==> src/rtl/ifetch_queue.sv <==
// ifetch_queue: instruction fetch unit with a single outstanding memory read
// feeding a DEPTH-entry instruction queue toward the decoder.
//   clk, reset           : clock, synchronous active-high reset
//   redirect, redirect_pc : flush the queue and restart fetch at redirect_pc & ~3
//   mem_req, mem_addr     : instruction memory read request and word address
//   mem_ack, mem_rdata    : read completion and returned instruction word
//   inst_valid, inst, inst_pc : queue head presented to the decoder
//   inst_ready            : decoder consumes the head when inst_valid is high
module ifetch_queue #(
    parameter int          DEPTH    = 4,
    parameter logic [31:0] RESET_PC = 32'hBFC00000
) (
    input  logic        clk,
    input  logic        reset,
    input  logic        redirect,
    input  logic [31:0] redirect_pc,
    output logic        mem_req,
    output logic [31:0] mem_addr,
    input  logic        mem_ack,
    input  logic [31:0] mem_rdata,
    output logic        inst_valid,
    output logic [31:0] inst,
    output logic [31:0] inst_pc,
    input  logic        inst_ready
);
    localparam int PW = $clog2(DEPTH);
    localparam int CW = $clog2(DEPTH + 1);
    localparam logic [CW-1:0] FULL = CW'(DEPTH);

    typedef enum logic [1:0] {IDLE, WAIT, DROP} state_t;

    state_t        state_q, state_d;
    logic [31:0]   fetch_pc_q, fetch_pc_d;
    logic [31:0]   req_pc_q, req_pc_d;
    logic [CW-1:0] count_q, count_d;
    logic [PW-1:0] head_q, head_d, tail_q, tail_d;
    logic [31:0]   data_q [DEPTH];
    logic [31:0]   pc_q [DEPTH];
    logic          push, pop;

    always_comb begin
        inst_valid = !reset && count_q != '0;
        inst       = data_q[head_q];
        inst_pc    = pc_q[head_q];
        pop        = inst_valid && inst_ready;
        // A new request only starts from IDLE; WAIT/DROP keep the old one on the bus.
        mem_req    = !reset && (state_q != IDLE || (count_q < FULL && !redirect));
        // req_pc_q holds the in-flight address, since fetch_pc may move on redirect.
        mem_addr   = state_q == IDLE ? fetch_pc_q : req_pc_q;
        push       = !reset && state_q == WAIT && mem_ack && !redirect;
        state_d    = state_q;
        fetch_pc_d = fetch_pc_q;
        req_pc_d   = req_pc_q;
        case (state_q)
            IDLE: begin
                state_d  = mem_req ? WAIT : IDLE;
                req_pc_d = mem_req ? fetch_pc_q : req_pc_q;
            end
            WAIT:    state_d = mem_ack ? IDLE : redirect ? DROP : WAIT;
            DROP:    state_d = mem_ack ? IDLE : DROP;
            default: state_d = IDLE;
        endcase
        if (push) fetch_pc_d = fetch_pc_q + 32'd4;
        if (redirect) fetch_pc_d = redirect_pc & ~32'd3;
        count_d = redirect ? '0 : count_q + CW'(push) - CW'(pop);
        head_d  = redirect ? '0 : head_q + PW'(pop);
        tail_d  = redirect ? '0 : tail_q + PW'(push);
    end

    always_ff @(posedge clk) begin
        if (reset) begin
            state_q    <= IDLE;
            fetch_pc_q <= RESET_PC;
            req_pc_q   <= RESET_PC;
            count_q    <= '0;
            head_q     <= '0;
            tail_q     <= '0;
        end else begin
            state_q    <= state_d;
            fetch_pc_q <= fetch_pc_d;
            req_pc_q   <= req_pc_d;
            count_q    <= count_d;
            head_q     <= head_d;
            tail_q     <= tail_d;
        end
    end

    always_ff @(posedge clk) begin
        if (push) begin
            data_q[tail_q] <= mem_rdata;
            pc_q[tail_q]   <= req_pc_q;
        end
    end
endmodule

==> config.mk <==
export PLATFORM = sky130hd
export DESIGN_NAME = ifetch_queue
export DESIGN_NICKNAME = d
export VERILOG_FILES = /design/src/rtl/ifetch_queue.sv
export SDC_FILE = /design/constraint.sdc
export NUM_CORES = 1
export LEC_CHECK = 0
export BUFFER_PORTS_ARGS = -buffer_cell sky130_fd_sc_hd__buf_2
export CORE_MARGIN = 10
export CORE_UTILIZATION = 57
export DETAILED_ROUTE_END_ITERATION = 16
export PLACE_DENSITY = 0.79
export RECOVER_POWER = 50
export SYNTH_ARGS = -nofsm -noshare
export SYNTH_HDL_FRONTEND = slang
export SYNTH_SLANG_ARGS = --single-unit
==> constraint.sdc <==
create_clock -name clk -period 15.15 [get_ports clk]
set_input_delay 2.2725 -clock clk [delete_from_list [all_inputs] [get_ports clk]]
set_output_delay 2.2725 -clock clk [all_outputs]
set_load 0.01 [all_outputs]
Word level (Yosys, flattened, before mapping) --
Memory sizes are Yosys's and may differ from the RTL's. A register that Yosys moved wholly into a read port is not among the register bits. Cells that the tools add are included.
Storage, ports and cells: input port bits 69, memories 2, flip-flop bits (word level) 73, memory bits (read-only) 0, word-level logic and storage cells 45, latch bits 0, memory bits (writable) 256, output and inout bits 98
Cells by class: bitwise operators 0, $lt $le $gt $ge 1, shift operators 0, divide/modulo/power cells 0, reductions and logical operators 16, multiply operators 0, equality and inequality tests 2, multiplexer cells 12, add/sub/neg operators 5
Memory list:
- data_q | words 4, bits a word 32, rd ports 1, clocked after Yosys merged registers in 1, wr ports 1, line 37 | logic [31:0] data_q [DEPTH];
- pc_q | words 4, bits a word 32, rd ports 1, clocked after Yosys merged registers in 1, wr ports 1, line 38 | logic [31:0] pc_q [DEPTH];
Operators with widths (number):
- 2-to-1 mux 32 bit | 3
- adder 32 x 3 -> 32 bit, second input constant | 1
- 2-to-1 mux 2 bit | 5
- logical AND 1 bit | 7
- case mux 2 bit (3 select lines) | 1
- adder 2 x 1 -> 2 bit | 2
- nonzero test 2 bit | 2
- adder 3 x 1 -> 3 bit | 1
- less-than comparator 3 bit, second input constant | 1
- 2-to-1 mux 1 bit | 3
- nonzero test 3 bit | 1
- subtractor 3 x 1 -> 3 bit | 1
- equality test 2 x 1 -> 1 bit, second input constant | 1
- equality test 2 bit, second input constant | 1
- zero test 1 bit | 2
- zero test 2 bit | 1
- AND reduction 2 bit | 1
- OR reduction 2 bit | 1
- logical OR 1 bit | 1

Depth between registers and ports, before layout --
depth in word-level cells 6, mapped depth 8, gate-level depth less buffers 8

Worst setup path before layout --
OpenSTA, ideal clock, no wires.
kind input to register, from in reset, to mem data_q[2][0], enable pin, data required time 14.579 ns, stages 3, arrival 7.283 ns, setup time 0.571 ns, buffers on the path 0, path slack 7.295 ns, cell sequence and4bb_2 nand2_1 nor3b_1
On the way: cells in the longest elaborated chain, start to end 6
Ends and longest elaborated chain:
- from (decl) | line 14 | input logic reset,
- zero test 1 bit | line 50 | push = !reset && state_q == WAIT && mem_ack && !redirect;
- logical AND 1 bit (3 in series) | line 50
- 2-to-1 mux 1 bit | line 89 | if (push) begin
- 2-to-1 mux 1 bit (not written as such) | line 90 | data_q[tail_q] <= mem_rdata;
- to (decl) | line 37
No other way between the ends.

Worst setup path in the final report --
from in reset, to out mem_req
On the way: cells in the longest elaborated chain, start to end 2
Ends and longest elaborated chain:
- zero test 1 bit | line 47 | mem_req = !reset && (state_q != IDLE || (count_q < FULL && !redirect));
- logical AND 1 bit | line 47
- to (decl) | line 17 | output logic mem_req,
No other way between the ends.

==> flow_summary.ini <==
[place]
buffer_ports.inserted = 160
dp_worst_setup_slack_ns = 9.21
dp_hpwl_um = 16500
gp_congestion = 0.859
placed_cells_incl_taps = 1179

[final_layout]
synthToLayoutAreaGrowth_pct = 16.1
antennaDiodeCount = 0
final.fill_count = 1481
post_route_cells_drive_above_1_share_pct = 29.5
layout_commonest_cell = edfxtp_1
final_cell_mix = edfxtp_1 (248), buf_2 (123), nand2_1 (79)
instances_no_fill = 1237
final_nets = 1005

[timing]
fin_worst_hold_slack_ns = 0.508
fmax_mhz = 124
final-max-slew-violation-count = 69
timing.slew.headroom_pct = -95.8
tns_ns = 0
period_minus_slack_ns = 8.07
rsz0062_at_grt = no
max_slew.worst_pin.slew_ns = 2.94
final_hold_viol_count = 0
fin_skew_ns = 0.0106
final_setup_fails = 0
finalWorstSetupSlack_ns = 7.08
final_cycle_share_pct = 53.3

[pwr]
vdd_ir_drop_max_mv = 0.105
power_density_nw_per_um2 = 122
finalPower_uw = 1790
p_leak_uw = 0.00495

[clock_tree]
tritoncts_buffers = 31
post_cts_resized = 0
clockBufferDepth = 3
tritoncts = built
clock_sinks = 317
postCtsHoldBufs = 0
clk_latency_ns = 0.55
cts_setup_buffers = 0
htree_num_levels = 1
clk_root_buffer_cell = clkbuf_16
clkSlewWorstSetupHoldPaths_ns = 0.06

[critical_path]
timing.critical_path.buf_inv = 3
critical_path.most_common_cell = buf_2
cp.required_ns = 12.88
timing.critical_path.max_delay_family = buffers and inverters
critPathMaxFanout = 68
worst_setup_path_start_kind = input pin
crit_path_end_kind = primary output
path_class = input pin to primary output
cp_data_arrival_time_ns = 5.80
cp_cell_sequence = buf_2 -> clkbuf_1 -> or2_0 -> o22ai_1 -> buf_2
crit_path_max_incr_delay_ns = 2.07
cpMaxStageDelayCell = clkbuf_1

[logic_synthesis]
synth_seq_area_share_pct = 70.0
postSynthCellCount = 773
mappedNetlistArea_sq_um = 12600
synth_warnings = 0
async_reset_ff_share_pct = 0
ys_seq_elements = 317
synth.avg_cell_area_sq_um = 16.3
synth_enable_flop_cells = 248
ys.flop_type = edfxtp_1
post_synth_num_cell_types = 51

[drt]
routed-via-count = 7248
routed_wirelength_um = 26200
via_per_inst = 5.86
ant_nets = 0
starting_drc_count_in_detailed_routing = 581
first_pass_iters = 5
wire_per_inst_um = 21.2
drc_errors = 0

[floorplan]
design.core.area_sq_um = 21800
die_w_um = 169
io-pin-count = 167
fp-row-count = 54
die_footprint_sq_um = 28500
initial_core_util_pct = 57.8
die_h_um = 169

[global_route]
global_route.usage.total_pct = 18.2
grt_pass1_wl_um = 41700
maximum_number_of_pins_on_one_net_before_global_route_repair = 69
first_global_vias = 7468
grt_antenna_before_repair = 0
grt_overflow_total = 0

[job]
maxCapViolCount = 1

[status]
failed_checks = max-capacitance violations, max-slew violations
run_status = complete, but fails checks

[worst_hold_path]
hp-class = flop to flop
[cell usage after synthesis, types with 8 or more instances]
cell type,number,area (sq um)
nor2_1,35,131
a21oi_1,25,125
nand4_1,13,81.3
a311oi_1,10,87.6
xnor2_1,8,70.1
mux4_2,62,1400
mux2_2,30,338
nor3_1,8,40.0
edfxtp_1,248,7450
buf_2,11,55.1
clkbuf_1,29,109
nand3_1,9,45.0
nand3b_1,12,90.1
a211oi_1,16,120
dfxtp_1,69,1380
and3_1,8,50.1
nand2_1,79,297
[report_power, final]
part	total, uW	internal [uW]	switching [uW]	leakage [uW]
Clock	759	452	307	0.000503
Combinational	71.4	30.2	41.2	0.00165
Sequential	962	946	15.9	0.00280
Total	1790	1430	364	0.00495
[cell type report]
| class | instances | area, sq um | share of cell area (%) |
|---|---|---|---|
| clock buffer | 44 | 873 | 5.97 |
| clock inverter | 14 | 154 | 1.05 |
| inverter | 6 | 22.5 | 0.154 |
| multi-input combinational | 404 | 3570 | 24.4 |
| sequential | 317 | 8830 | 60.3 |
| tap | 280 | 350 | 2.39 |
| timing repair buffer | 172 | 837 | 5.72 |
[worst reg2reg max path: cells and delay by family, from the launching register on]
kind                   cells  cell delay [ns]
and+or+nand+nor            3             1.59
buffers and inverters      2             0.90
DFF                        1             0.48
[metrics by stage]
stage          utilization [%]  area, sq um
2_1_floorplan                -        12600
3_3_place_gp              62.7        13700
3_5_place_dp              62.7        13700
4_1_cts                   67.4        14700
5_1_grt                   67.1        14600
6_report                  67.1        14600
[kinds of logic after synthesis]
family	Yosys count	synth area share (%)
simple gates	213	8.76
buf+inv	55	1.87
mux	92	13.7
fa+ha+maj	4	0.456
compound gates	76	4.10
other cells	1	0.0297
flops	317	70.0
xor+xnor	15	1.04
[sequential cells by signal (all words and copies together) (netlist names)]
register,count
head_q,2
state_q,2
count_q,3
tail_q,2
pc_q,120
fetch_pc_q,30
data_q,128
req_pc_q,30
[final timing paths]
path	start	cells past startpoint	slack, ns	endpoint
max	reset	5	7.08	mem_req
min reg2reg	fetch_pc_q[21]	2	0.51	req_pc_q[21]
min	fetch_pc_q[21]	2	0.51	req_pc_q[21]
max reg2reg	state_q[0]	5	11.77	data_q[3][20]
[per-layer routing]
layer / global-route usage (%) / up-vias / part of all wire (%)
li1: - / 3359 / -
met1: 25.1 / 3612 / 43
met2: 29.2 / 250 / 49
met3: 4.03 / 27 / 6.8
met4: 3.94 / 0 / 1.2
met5: 0 / - / 0
(Power assumes the default switching activity.)
